==> src/rtl/led_matrix_pkg.sv <==
`default_nettype none
// ============================================================================
// Module      : led_matrix_pkg
// Description : Shared types and helpers for the 16x16 RGB332 LED matrix.
//               Holds the scan FSM state type, the matrix geometry
//               constants, the RGB332 field positions and the 3-bit level
//               expansion used by the PWM plane comparator.
// Revision    : 1.0 - initial release
// ============================================================================
package led_matrix_pkg;

    // Matrix geometry
    localparam int c_MATRIX_SIZE = 16;
    localparam int c_ADDR_WIDTH  = 2 * $clog2(c_MATRIX_SIZE);

    // Pixel format (RGB332)
    localparam int c_COLOR_DEPTH = 8;
    localparam int c_R_HI        = 7;
    localparam int c_R_LO        = 5;
    localparam int c_G_HI        = 4;
    localparam int c_G_LO        = 2;
    localparam int c_B_HI        = 1;
    localparam int c_B_LO        = 0;

    // PWM: seven binary-weighted-free planes give eight brightness levels
    localparam int c_LEVEL_W     = 3;
    localparam int c_NUM_PLANES  = 7;

    typedef enum logic [1:0] {
        IDLE    = 2'd0,
        SHIFT   = 2'd1,
        LATCH   = 2'd2,
        DISPLAY = 2'd3
    } scan_state_t;

    typedef enum logic [1:0] {
        CH_R = 2'd0,
        CH_G = 2'd1,
        CH_B = 2'd2
    } channel_t;

    // Expand one colour channel of an RGB332 pixel to a 3-bit level.
    // Blue has only two bits; repeating its MSB spreads 0..3 onto 0,2,5,7
    // so full blue reaches the same brightness as full red/green.
    function automatic logic [c_LEVEL_W-1:0] level3(
        input logic [c_COLOR_DEPTH-1:0] pixel,
        input channel_t                 channel
    );
        logic [c_LEVEL_W-1:0] lvl;
        case (channel)
            CH_R:    lvl = pixel[c_R_HI:c_R_LO];
            CH_G:    lvl = pixel[c_G_HI:c_G_LO];
            default: lvl = {pixel[c_B_HI:c_B_LO], pixel[c_B_HI]};
        endcase
        return lvl;
    endfunction

endpackage
`default_nettype wire

==> src/rtl/pwm_plane_cmp.sv <==
`default_nettype none
// ============================================================================
// Module      : pwm_plane_cmp
// Description : Registered 3-channel PWM plane compare. On i_load the pixel
//               is expanded to three 3-bit levels and each channel bit is
//               lit when its level is strictly greater than the plane index.
// Ports       : clk, rst         - clock, synchronous active-high reset
//               i_load           - capture new compare results
//               i_pixel          - RGB332 pixel
//               i_plane          - current PWM plane (0..6)
//               o_r, o_g, o_b    - registered serial colour bits
// Revision    : 1.0 - initial release
// ============================================================================
module pwm_plane_cmp
    import led_matrix_pkg::*;
(
    input  logic                      clk,
    input  logic                      rst,
    input  logic                      i_load,
    input  logic [c_COLOR_DEPTH-1:0]  i_pixel,
    input  logic [c_LEVEL_W-1:0]      i_plane,
    output logic                      o_r,
    output logic                      o_g,
    output logic                      o_b
);

    logic [c_LEVEL_W-1:0] w_lvl_r;
    logic [c_LEVEL_W-1:0] w_lvl_g;
    logic [c_LEVEL_W-1:0] w_lvl_b;

    assign w_lvl_r = level3(i_pixel, CH_R);
    assign w_lvl_g = level3(i_pixel, CH_G);
    assign w_lvl_b = level3(i_pixel, CH_B);

    always_ff @(posedge clk) begin
        if (rst) begin
            o_r <= 1'b0;
            o_g <= 1'b0;
            o_b <= 1'b0;
        end else if (i_load) begin
            o_r <= (w_lvl_r > i_plane);
            o_g <= (w_lvl_g > i_plane);
            o_b <= (w_lvl_b > i_plane);
        end
    end

endmodule
`default_nettype wire

==> src/rtl/matrix_scan_ctrl.sv <==
`default_nettype none
// ============================================================================
// Module      : matrix_scan_ctrl
// Description : Row-at-a-time scan controller for a 16x16 RGB332 LED
//               matrix. Reads the frame buffer column by column, shifts
//               PWM-plane colour bits to the panel, latches, then enables
//               the outputs for a fixed display time per plane.
// Ports       : clk, rst          - clock, synchronous active-high reset
//               enable            - start / keep scanning (level)
//               read_addr         - frame-buffer address {row, col}
//               pixel_data        - asynchronous read data for read_addr
//               row_sel           - row currently driven on the panel
//               r_out/g_out/b_out - serial column data
//               sclk, latch, oe_n - panel shift clock, latch, output enable
//               frame_done        - one-cycle pulse at end of each frame
//               busy              - high whenever not IDLE
// Revision    : 1.0 - initial release
// ============================================================================
module matrix_scan_ctrl
    import led_matrix_pkg::*;
#(
    parameter int MATRIX_SIZE    = c_MATRIX_SIZE,
    parameter int ADDR_WIDTH     = 2 * $clog2(MATRIX_SIZE),
    parameter int COLOR_DEPTH    = c_COLOR_DEPTH,
    parameter int CLK_DIV        = 2,
    parameter int DISPLAY_CYCLES = 64
) (
    input  logic                    clk,
    input  logic                    rst,
    input  logic                    enable,
    output logic [ADDR_WIDTH-1:0]   read_addr,
    input  logic [COLOR_DEPTH-1:0]  pixel_data,
    output logic [ADDR_WIDTH/2-1:0] row_sel,
    output logic                    r_out,
    output logic                    g_out,
    output logic                    b_out,
    output logic                    sclk,
    output logic                    latch,
    output logic                    oe_n,
    output logic                    frame_done,
    output logic                    busy
);

    localparam int c_COORD_W = ADDR_WIDTH / 2;
    // One phase counter serves both the shift half-periods and display time
    localparam int c_PH_MAX  = (CLK_DIV > DISPLAY_CYCLES) ? CLK_DIV : DISPLAY_CYCLES;
    localparam int c_PH_W    = $clog2(c_PH_MAX);

    localparam logic [c_PH_W-1:0]    c_DIV_LAST   = c_PH_W'(CLK_DIV - 1);
    localparam logic [c_PH_W-1:0]    c_DISP_LAST  = c_PH_W'(DISPLAY_CYCLES - 1);
    localparam logic [c_COORD_W-1:0] c_COORD_LAST = c_COORD_W'(MATRIX_SIZE - 1);
    localparam logic [c_LEVEL_W-1:0] c_PLANE_LAST = c_LEVEL_W'(c_NUM_PLANES - 1);

    scan_state_t            r_state,  w_state_nxt;
    logic [c_PH_W-1:0]      r_phase,  w_phase_nxt;
    logic                   r_half,   w_half_nxt;   // 0: sclk low, 1: sclk high
    logic [c_COORD_W-1:0]   r_col,    w_col_nxt;
    logic [c_COORD_W-1:0]   r_row,    w_row_nxt;
    logic [c_LEVEL_W-1:0]   r_plane,  w_plane_nxt;
    logic [c_COORD_W-1:0]   r_row_sel;
    logic                   w_rgb_load;
    logic                   w_frame_done;

    // ------------------------------------------------------------------
    // State and counter registers
    // ------------------------------------------------------------------
    always_ff @(posedge clk) begin
        if (rst) begin
            r_state <= IDLE;
            r_phase <= '0;
            r_half  <= 1'b0;
            r_col   <= '0;
            r_row   <= '0;
            r_plane <= '0;
        end else begin
            r_state <= w_state_nxt;
            r_phase <= w_phase_nxt;
            r_half  <= w_half_nxt;
            r_col   <= w_col_nxt;
            r_row   <= w_row_nxt;
            r_plane <= w_plane_nxt;
        end
    end

    // ------------------------------------------------------------------
    // Next-state / counter logic
    // ------------------------------------------------------------------
    always_comb begin
        w_state_nxt  = r_state;
        w_phase_nxt  = r_phase;
        w_half_nxt   = r_half;
        w_col_nxt    = r_col;
        w_row_nxt    = r_row;
        w_plane_nxt  = r_plane;
        w_rgb_load   = 1'b0;
        w_frame_done = 1'b0;

        case (r_state)
            IDLE: begin
                if (enable) begin
                    w_state_nxt = SHIFT;
                    w_phase_nxt = '0;
                    w_half_nxt  = 1'b0;
                    w_col_nxt   = '0;
                    w_row_nxt   = '0;
                    w_plane_nxt = '0;
                end
            end

            SHIFT: begin
                // Capture colour bits after the first low cycle so they
                // settle at least one cycle ahead of the sclk rising edge.
                w_rgb_load = !r_half && (r_phase == '0);
                if (r_phase == c_DIV_LAST) begin
                    w_phase_nxt = '0;
                    if (!r_half) begin
                        w_half_nxt = 1'b1;
                    end else begin
                        w_half_nxt = 1'b0;
                        if (r_col == c_COORD_LAST) begin
                            w_col_nxt   = '0;
                            w_state_nxt = LATCH;
                        end else begin
                            w_col_nxt = r_col + 1'b1;
                        end
                    end
                end else begin
                    w_phase_nxt = r_phase + 1'b1;
                end
            end

            LATCH: begin
                if (r_phase == c_DIV_LAST) begin
                    w_phase_nxt = '0;
                    w_state_nxt = DISPLAY;
                end else begin
                    w_phase_nxt = r_phase + 1'b1;
                end
            end

            DISPLAY: begin
                if (r_phase == c_DISP_LAST) begin
                    w_phase_nxt = '0;
                    if (r_plane != c_PLANE_LAST) begin
                        w_plane_nxt = r_plane + 1'b1;
                        w_state_nxt = SHIFT;
                    end else begin
                        w_plane_nxt = '0;
                        if (r_row == c_COORD_LAST) begin
                            // Frame boundary: the only point where scanning
                            // may stop, so a buffer swap never tears.
                            w_row_nxt    = '0;
                            w_frame_done = 1'b1;
                            w_state_nxt  = enable ? SHIFT : IDLE;
                        end else begin
                            w_row_nxt   = r_row + 1'b1;
                            w_state_nxt = SHIFT;
                        end
                    end
                end else begin
                    w_phase_nxt = r_phase + 1'b1;
                end
            end

            default: w_state_nxt = IDLE;
        endcase
    end

    // Row select follows the row being latched; it only moves on plane 0.
    always_ff @(posedge clk) begin
        if (rst) begin
            r_row_sel <= '0;
        end else if ((r_state == LATCH) && (r_phase == '0)) begin
            r_row_sel <= r_row;
        end
    end

    pwm_plane_cmp u_pwm_plane_cmp (
        .clk     (clk),
        .rst     (rst),
        .i_load  (w_rgb_load),
        .i_pixel (pixel_data),
        .i_plane (r_plane),
        .o_r     (r_out),
        .o_g     (g_out),
        .o_b     (b_out)
    );

    assign read_addr  = {r_row, r_col};
    assign row_sel    = r_row_sel;
    assign sclk       = (r_state == SHIFT) && r_half;
    assign latch      = (r_state == LATCH);
    assign oe_n       = (r_state != DISPLAY);
    assign busy       = (r_state != IDLE);
    assign frame_done = w_frame_done;

endmodule
`default_nettype wire

==> config.mk <==
export PLATFORM = sky130hd
export DESIGN_NAME = matrix_scan_ctrl
export DESIGN_NICKNAME = d
export VERILOG_FILES = /design/src/rtl/led_matrix_pkg.sv /design/src/rtl/pwm_plane_cmp.sv /design/src/rtl/matrix_scan_ctrl.sv
export SDC_FILE = /design/constraint.sdc
export NUM_CORES = 1
export LEC_CHECK = 0
export ABC_CLOCK_PERIOD_IN_PS = 2700
export CORE_MARGIN = 2
export CORE_UTILIZATION = 48
export DETAILED_ROUTE_END_ITERATION = 10
export PLACE_DENSITY = 0.74
export SLEW_MARGIN = 0
export SYNTH_ARGS = -nofsm -noshare
export SYNTH_HDL_FRONTEND = slang
export SYNTH_SLANG_ARGS = --single-unit
==> constraint.sdc <==
create_clock -name clk -period 2.7 [get_ports clk]
set_input_delay 0.54 -clock clk [delete_from_list [all_inputs] [get_ports clk]]
set_output_delay 0.54 -clock clk [all_outputs]
set_load 0.05 [all_outputs]
==> metrics.txt <==
# TYPE chip_impl_metric gauge
chip_impl_metric{name="post_synthesis_cell_count",unit=""} 199
chip_impl_info{name="netlist_top_cells_area",value="sky130_fd_sc_hd__dfxtp_1 31%, sky130_fd_sc_hd__ha_1 14%, sky130_fd_sc_hd__a21oi_1 4.3%"} 1
chip_impl_metric{name="cellPowerDensity",unit="nW/um^2"} 622
chip_impl_metric{name="timing.setup.tns",unit="ns"} 0
chip_impl_metric{name="drt_drc_violations_left",unit=""} 0
chip_impl_info{name="rr_endpoint",value="r_state[0]"} 1
chip_impl_info{name="timing.rr.start",value="r_state[0]"} 1
chip_impl_metric{name="layout-drive-gt1-share",unit="%"} 7.05
chip_impl_metric{name="timing.critical_path.arrival",unit="ns"} 2.04
chip_impl_info{name="grt_setup_unrepaired",value="no"} 1
chip_impl_metric{name="fin_nets",unit=""} 258
chip_impl_info{name="timing.hold.worst.start",value="u_pwm_plane_cmp.o_g"} 1
chip_impl_metric{name="grtUsageTotal",unit="%"} 18.4
chip_impl_info{name="synthTopCellsByCount",value="27 x sky130_fd_sc_hd__dfxtp_1, 19 x sky130_fd_sc_hd__ha_1, 17 x sky130_fd_sc_hd__inv_1"} 1
chip_impl_metric{name="die-area",unit="um^2"} 4120
chip_impl_metric{name="final-setup-viol-count",unit=""} 0
chip_impl_metric{name="internal_power",unit="W"} 0.000738
chip_impl_metric{name="ctsHoldBuffers",unit=""} 0
chip_impl_metric{name="dieHeight",unit="um"} 64.2
chip_impl_metric{name="asyncSetResetFlopFracSynth",unit="%"} 0
chip_impl_metric{name="cts-htree-levels",unit=""} 1
chip_impl_metric{name="io_pins",unit=""} 31
chip_impl_metric{name="clk-insertion-delay-late",unit="ns"} 0.32
chip_impl_metric{name="cts-resized-gates",unit=""} 0
chip_impl_metric{name="worst-endpoint-required",unit="ns"} 2.16
chip_impl_metric{name="grt_pass1_vias",unit=""} 1319
chip_impl_metric{name="antenna_cells_inserted",unit=""} 0
chip_impl_metric{name="num_rows",unit=""} 21
chip_impl_metric{name="synth_seq_area_share",unit="%"} 31.1
chip_impl_metric{name="share_clk_of_total_power",unit="%"} 13.5
chip_impl_metric{name="core_area",unit="um^2"} 3420
chip_impl_info{name="most_frequent_cell_after_synthesis",value="sky130_fd_sc_hd__dfxtp_1"} 1
chip_impl_metric{name="num_vias",unit=""} 1512
chip_impl_metric{name="peakVddDrop",unit="uV"} 318
chip_impl_metric{name="cts_buffer_depth",unit=""} 2
chip_impl_metric{name="ys_types",unit=""} 50
chip_impl_metric{name="postSynthAreaPerCell",unit="um^2"} 8.75
chip_impl_metric{name="syn_to_final_growth",unit="%"} 20.6
chip_impl_info{name="setup.worst_path.end_class",value="primary output"} 1
chip_impl_metric{name="clock_sinks",unit=""} 27
chip_impl_info{name="clock_tree_from_tritoncts",value="yes"} 1
chip_impl_metric{name="grt_first_pass_wirelength",unit="um"} 6120
chip_impl_metric{name="fillCellCount",unit=""} 305
chip_impl_metric{name="power_leakage",unit="nW"} 0.849
chip_impl_metric{name="grt_antenna_before_repair",unit=""} 0
chip_impl_metric{name="drt_iter0_drc",unit=""} 52
chip_impl_metric{name="edff_count_synth",unit=""} 0
chip_impl_metric{name="clock_skew",unit="ns"} 0.0101
chip_impl_metric{name="yosysWarnings",unit=""} 0
chip_impl_metric{name="global_route.overflow_total",unit=""} 0
chip_impl_info{name="clock_tree.root_cell",value="sky130_fd_sc_hd__clkbuf_4"} 1
chip_impl_info{name="start_kind",value="flip-flop"} 1
chip_impl_metric{name="wl",unit="um"} 3740
chip_impl_metric{name="cap_viol_max_count",unit=""} 0
chip_impl_info{name="holdPathEnd",value="u_pwm_plane_cmp.o_g"} 1
chip_impl_metric{name="worst-slew-pin-transition",unit="ns"} 0.826
chip_impl_metric{name="hold_path_depth",unit=""} 2
chip_impl_metric{name="reported_net_switching_power",unit="W"} 0.000567
chip_impl_metric{name="cts_buffers",unit=""} 3
chip_impl_metric{name="power_switching_share",unit="%"} 43.5
chip_impl_metric{name="cts_post_setup_buffers_inserted",unit=""} 0
chip_impl_metric{name="place.gp.congestion",unit=""} 0.872
chip_impl_metric{name="pin_count_of_the_biggest_net_entering_global_routing",unit=""} 16
chip_impl_metric{name="worst_r2r_path_depth",unit=""} 7
chip_impl_metric{name="period_minus_slack",unit="ns"} 2.58
chip_impl_info{name="synth_top_cell_by_area",value="sky130_fd_sc_hd__dfxtp_1"} 1
chip_impl_metric{name="reg2reg_slack",unit="ns"} 0.38
chip_impl_metric{name="max_freq",unit="GHz"} 0.387
chip_impl_metric{name="relSlewSlack",unit="%"} 44.7
chip_impl_metric{name="syn-cell-area",unit="um^2"} 1740
chip_impl_info{name="crit_path_start",value="r_state[1]"} 1
chip_impl_metric{name="synth.ff_latch_count",unit=""} 27
chip_impl_metric{name="whs",unit="ns"} 0.467
chip_impl_metric{name="residual_antenna_violating_net_count_after_detailed_routing",unit=""} 0
chip_impl_metric{name="slew_violations",unit=""} 0
chip_impl_metric{name="proportion_of_netlist_area_held_by_the_largest_area_contributor",unit="%"} 31.1
chip_impl_metric{name="comb_power_share",unit="%"} 51.2
chip_impl_metric{name="power",unit="W"} 0.00130
chip_impl_metric{name="crit_fanout",unit=""} 11
chip_impl_metric{name="p_seq_share",unit="%"} 35.3
chip_impl_info{name="worst_hold_path_type",value="reg -> reg"} 1
chip_impl_info{name="postSynth.topFlopCell",value="sky130_fd_sc_hd__dfxtp_1"} 1
chip_impl_info{name="critical_path_class",value="reg -> out"} 1
chip_impl_metric{name="die_w",unit="um"} 64.2
chip_impl_metric{name="cts.clk_slew.worst_paths",unit="ns"} 0.15
chip_impl_metric{name="port-buffer-count",unit=""} 30
chip_impl_metric{name="dp_hpwl",unit="um"} 2790
chip_impl_metric{name="postSynthNetCount",unit=""} 229
chip_impl_metric{name="drt-vias-per-instance",unit=""} 5.54
chip_impl_metric{name="drt_pass1_iterations",unit=""} 4
chip_impl_metric{name="final_min_period_over_clock_period",unit="%"} 95.7
chip_impl_metric{name="routedWlPerCell",unit="um"} 13.7
chip_impl_metric{name="finalHoldViolCount",unit=""} 0
chip_impl_metric{name="start_util",unit="%"} 51.0
chip_impl_info{name="outcome",value="finished clean"} 1
## placed cells by master (no fill, tap or decap), types with 2 or more instances in the layout
cell                               n
sky130_fd_sc_hd__a311oi_1          2
sky130_fd_sc_hd__clkbuf_4          3
sky130_fd_sc_hd__o211ai_1          2
sky130_fd_sc_hd__a211oi_2          2
sky130_fd_sc_hd__xnor2_1           3
sky130_fd_sc_hd__clkdlybuf4s50_1  27
sky130_fd_sc_hd__nand4_1           7
sky130_fd_sc_hd__mux2i_1           7
sky130_fd_sc_hd__nor2_1           16
sky130_fd_sc_hd__a22oi_1           2
sky130_fd_sc_hd__nor4b_2           2
sky130_fd_sc_hd__ha_1             19
sky130_fd_sc_hd__a21o_1            5
sky130_fd_sc_hd__nand2_1          11
sky130_fd_sc_hd__nand2b_1          2
sky130_fd_sc_hd__a31oi_1           5
sky130_fd_sc_hd__a311o_1           3
sky130_fd_sc_hd__dfxtp_1          27
sky130_fd_sc_hd__nor2b_1           2
sky130_fd_sc_hd__a22o_1            2
sky130_fd_sc_hd__o21ai_0          10
sky130_fd_sc_hd__nand3_1           5
sky130_fd_sc_hd__buf_4             3
sky130_fd_sc_hd__and2_1            2
sky130_fd_sc_hd__dlymetal6s2s_1    2
sky130_fd_sc_hd__inv_1            17
sky130_fd_sc_hd__a21oi_1          15
sky130_fd_sc_hd__nor3_1            3
## through the flow
step                      area [um^2]  util (%)  worst slack [ns]  std cells
after floorplan                  1740         -             0.333        199
after global placement           2070      60.5             0.381        269
after detailed placement         2070      60.5             0.391        269
after CTS                        2090      61.3           0.00947        273
after global routing             2100      61.4            0.0382        273
final                            2100      61.4             0.117        273
## critical path: stages, from the launching register on
cell	delay, ns
sky130_fd_sc_hd__dfxtp_1	0.44
sky130_fd_sc_hd__ha_1	0.39
sky130_fd_sc_hd__inv_1	0.17
sky130_fd_sc_hd__clkdlybuf4s50_1	0.73
## how the worst max path moves through the flow
stage / endpoint
2_1_floorplan: frame_done
3_3_place_gp: busy
3_5_place_dp: sclk
4_1_cts: busy
5_1_grt: oe_n
6_report: oe_n
## flip-flops by register name (all words and copies together), names as in the netlist
register and cells:
r_half 1, u_pwm_plane_cmp.o_g 1, r_col 4, r_state 2, row_sel 4, r_row 4, r_phase 6, u_pwm_plane_cmp.o_r 1
r_plane 3, u_pwm_plane_cmp.o_b 1
## final cells by class
type                       instances  area (um^2)  area share (%)
multi-input combinational        147         1090            52.0
clock buffer                       3         22.5            1.07
tap                               46         57.6            2.74
timing repair buffer              32          318            15.1
inverter                          17         63.8            3.04
sequential                        27          541            25.8
clock inverter                     1         5.00           0.239
## power by group through the flow
stage | combinational (W) | sequential (W) | clock, W
finish | 0.000668 | 0.000461 | 0.000176
CTS | 0.000672 | 0.000461 | 0.000184
global placement | 0.000664 | 0.000468 | 0
floorplan | 0.000462 | 0.000507 | 0
global route | 0.000729 | 0.000464 | 0.000204
detailed placement | 0.000668 | 0.000470 | 0
## layer usage
layer  share of wire, %  global-route usage (%)  up-vias
li1                   -                       -      786
met5                  0                       0        -
met4                1.0                    6.38        0
met2                 44                    28.0       34
met1                 50                    26.2      688
met3                4.9                    3.17        4
## kinds of logic after synthesis
group                    Yosys count  share of synthesized area (%)
AO/OA/AOI/OAI                     59                           23.6
XOR/XNOR                           3                           1.51
adder cells (fa/ha/maj)           19                           13.7
buffers and inverters             25                           6.25
flip-flops                        27                           31.1
multiplexers                       7                           4.03
AND/OR/NAND/NOR                   59                           19.9
Note: power is estimated with default switching activity, not from simulation.
==> edit (same settings) <==
Re-encode `scan_state_t` (4 states) as one-hot, 4 bits wide.
--- a/src/rtl/led_matrix_pkg.sv
+++ b/src/rtl/led_matrix_pkg.sv
@@ -28,7 +28,7 @@
 
-    typedef enum logic [1:0] {
-        IDLE    = 2'd0,
-        SHIFT   = 2'd1,
-        LATCH   = 2'd2,
-        DISPLAY = 2'd3
+    typedef enum logic [3:0] {
+        IDLE    = 4'b0001,
+        SHIFT   = 4'b0010,
+        LATCH   = 4'b0100,
+        DISPLAY = 4'b1000
     } scan_state_t;
Behaviour: no difference found for any inputs over 10 cycles, from zero or initial values and one cycle with rst high; not proved beyond that.
==> edit against the original RTL <==
- sequential cell count grew 2
- routed wire length increased by 5.2%
- power shrank 2.3%
- core utilization up 1.9 points
- worst setup slack better by 0.072 ns
- sequential share of layout area fell by 0.52 points
- maximum frequency increased by 2.9%
- design area rose by 9.6%
- area after synthesis up 3.2%
- highest routed layer unchanged
==> edit: results <==
export IMPL_status="finished clean"
export IMPL_leakage_nw=0.891
export IMPL_regMostFlops="r_phase"
export IMPL_async_flop_share_pct=0
export IMPL_drt_iter0_drc=85
export IMPL_portBuffers=30
export IMPL_synthAdderAreaFrac_pct=9.76
export IMPL_arrival_ns=1.97
export IMPL_largest_reg_flops=6
export IMPL_cp_max_fo=7
export IMPL_hp_class="flip-flop to flip-flop"
export IMPL_max_stage_delay_ns=0.73
export IMPL_antenna_found_initial=0
export IMPL_slowest_stage="clkdlybuf4s50_1"
export IMPL_synth_xor_xnor_area_share_pct=0.976
export IMPL_first_pass_iters=4
export IMPL_drive_above_1_share_pct=11.9
export IMPL_synth_top_family_by_area="simple AND/OR/NAND/NOR gates"
export IMPL_clock_path_buffers=2
export IMPL_place_inst=283
export IMPL_ys_flop_type="dfxtp_1"
export IMPL_seq_area_frac_synth_pct=32.3
export IMPL_numCtsBuffers=5
export IMPL_via_per_inst=5.58
export IMPL_nets=267
export IMPL_cts_setup_buffers=0
export IMPL_synthTopCellsByCount="29 x dfxtp_1, 19 x nand3_1, 16 x a21oi_1, 15 x nand2_1, 14 x ha_1"
export IMPL_path_clk_slew_ns=0.06
export IMPL_synthMuxAreaShare_pct=5.02
export IMPL_relSlewSlack_pct=65.6
export IMPL_antenna_cells=0
export IMPL_grt_pass1_wl_um=6910
export IMPL_post_cts_resized=1
export IMPL_synthTopCellsByArea="dfxtp_1 32%, ha_1 9.8%, nand3_1 5.3%"
export IMPL_track_usage_pct=21.0
export IMPL_fill_cells=314
export IMPL_root_buffer="clkbuf_8"
export IMPL_dpl_hpwl_um=2920
export IMPL_syn_inst=204
export IMPL_synth_warnings=0
export IMPL_grt_start_max_net_pins=15
export IMPL_ir_drop_mv=0.535
export IMPL_htree_levels=2
export IMPL_routed_wl_um=3940
export IMPL_drv_cap=0
export IMPL_vias=1623
export IMPL_first_global_vias=1465
export IMPL_syn_num_nets=229
export IMPL_finClkSkew_ns=0.00453
export IMPL_clk_insertion_delay_late_ns=0.28
export IMPL_gp_congestion=0.901
export IMPL_synth_compound_area_share_pct=19.2
export IMPL_synth_cell_types=51
edit: cell types whose count changed in the layout (fill, tap and decap cells not counted), moves of 4 or more:
cell / change
ha_1: -5
clkbuf_8: +7
o211ai_1: +4
nand4_1: -4
nand3_1: +14
buf_4: +6
nor2b_1: +4
nor2_1: -6
o21ai_0: -7
nand2_1: +4
inv_1: -5
a21o_1: -5
edit: critical path: cells and delay by family (launching register included):
family | cells | cell delay (ns)
and+or+nand+nor | 1 | 0.31
DFF | 1 | 0.52
buffers and inverters | 2 | 0.85
edit: through the flow:
stage               setup WS, ns  hold WS (ns)  area (um2)
CTS                        0.163         0.460        2300
global placement           0.419         0.442        2200
floorplan                  0.355         0.477        1800
finish                     0.189         0.453        2300
detailed placement         0.315         0.451        2200
global route              0.0786         0.485        2300
edit: path summary, 6_finish.rpt:
check                       from             endpoint  slack, ns  cells past startpoint
min          u_pwm_plane_cmp.o_b  u_pwm_plane_cmp.o_b       0.45                      2
max                   r_state[3]                 oe_n       0.19                      3
max reg2reg           r_state[0]             r_col[1]       0.79                      5
min reg2reg  u_pwm_plane_cmp.o_b  u_pwm_plane_cmp.o_b       0.45                      2
edit: power breakdown:
group	switching, mW	internal (mW)	total, mW
Combinational	0.216	0.162	0.378
Sequential	0.0500	0.452	0.502
Clock	0.165	0.230	0.395
Total	0.431	0.844	1.27
edit: routing by layer:
metal | part of all wire (%) | global-route usage, % | wire [um] | vias to the layer above
li1 | - | - | - | 837
met1 | 49 | 28.1 | 1930 | 747
met2 | 45 | 32.3 | 1790 | 32
met3 | 4.1 | 6.16 | 163 | 7
met4 | 1.3 | 7.03 | 51 | 0
met5 | 0 | 0 | 0 | -
edit: layout make-up:
class                           count  area, um2  area share (%)
Multi-Input combinational cell    155       1140            49.7
Inverter                           13       48.8            2.12
Clock inverter                      1       5.00           0.218
Clock buffer                        7       96.3            4.19
Sequential cell                    29        581            25.2
Tap cell                           48       60.1            2.61
Timing Repair Buffer               38        367            15.9
edit: logic make-up after synthesis:
group | Yosys count
buffers and inverters | 20
multiplexers | 9
XOR/XNOR | 2
flip-flops | 29
AO/OA/AOI/OAI | 49
adder cells (fa/ha/maj) | 14
AND/OR/NAND/NOR | 81
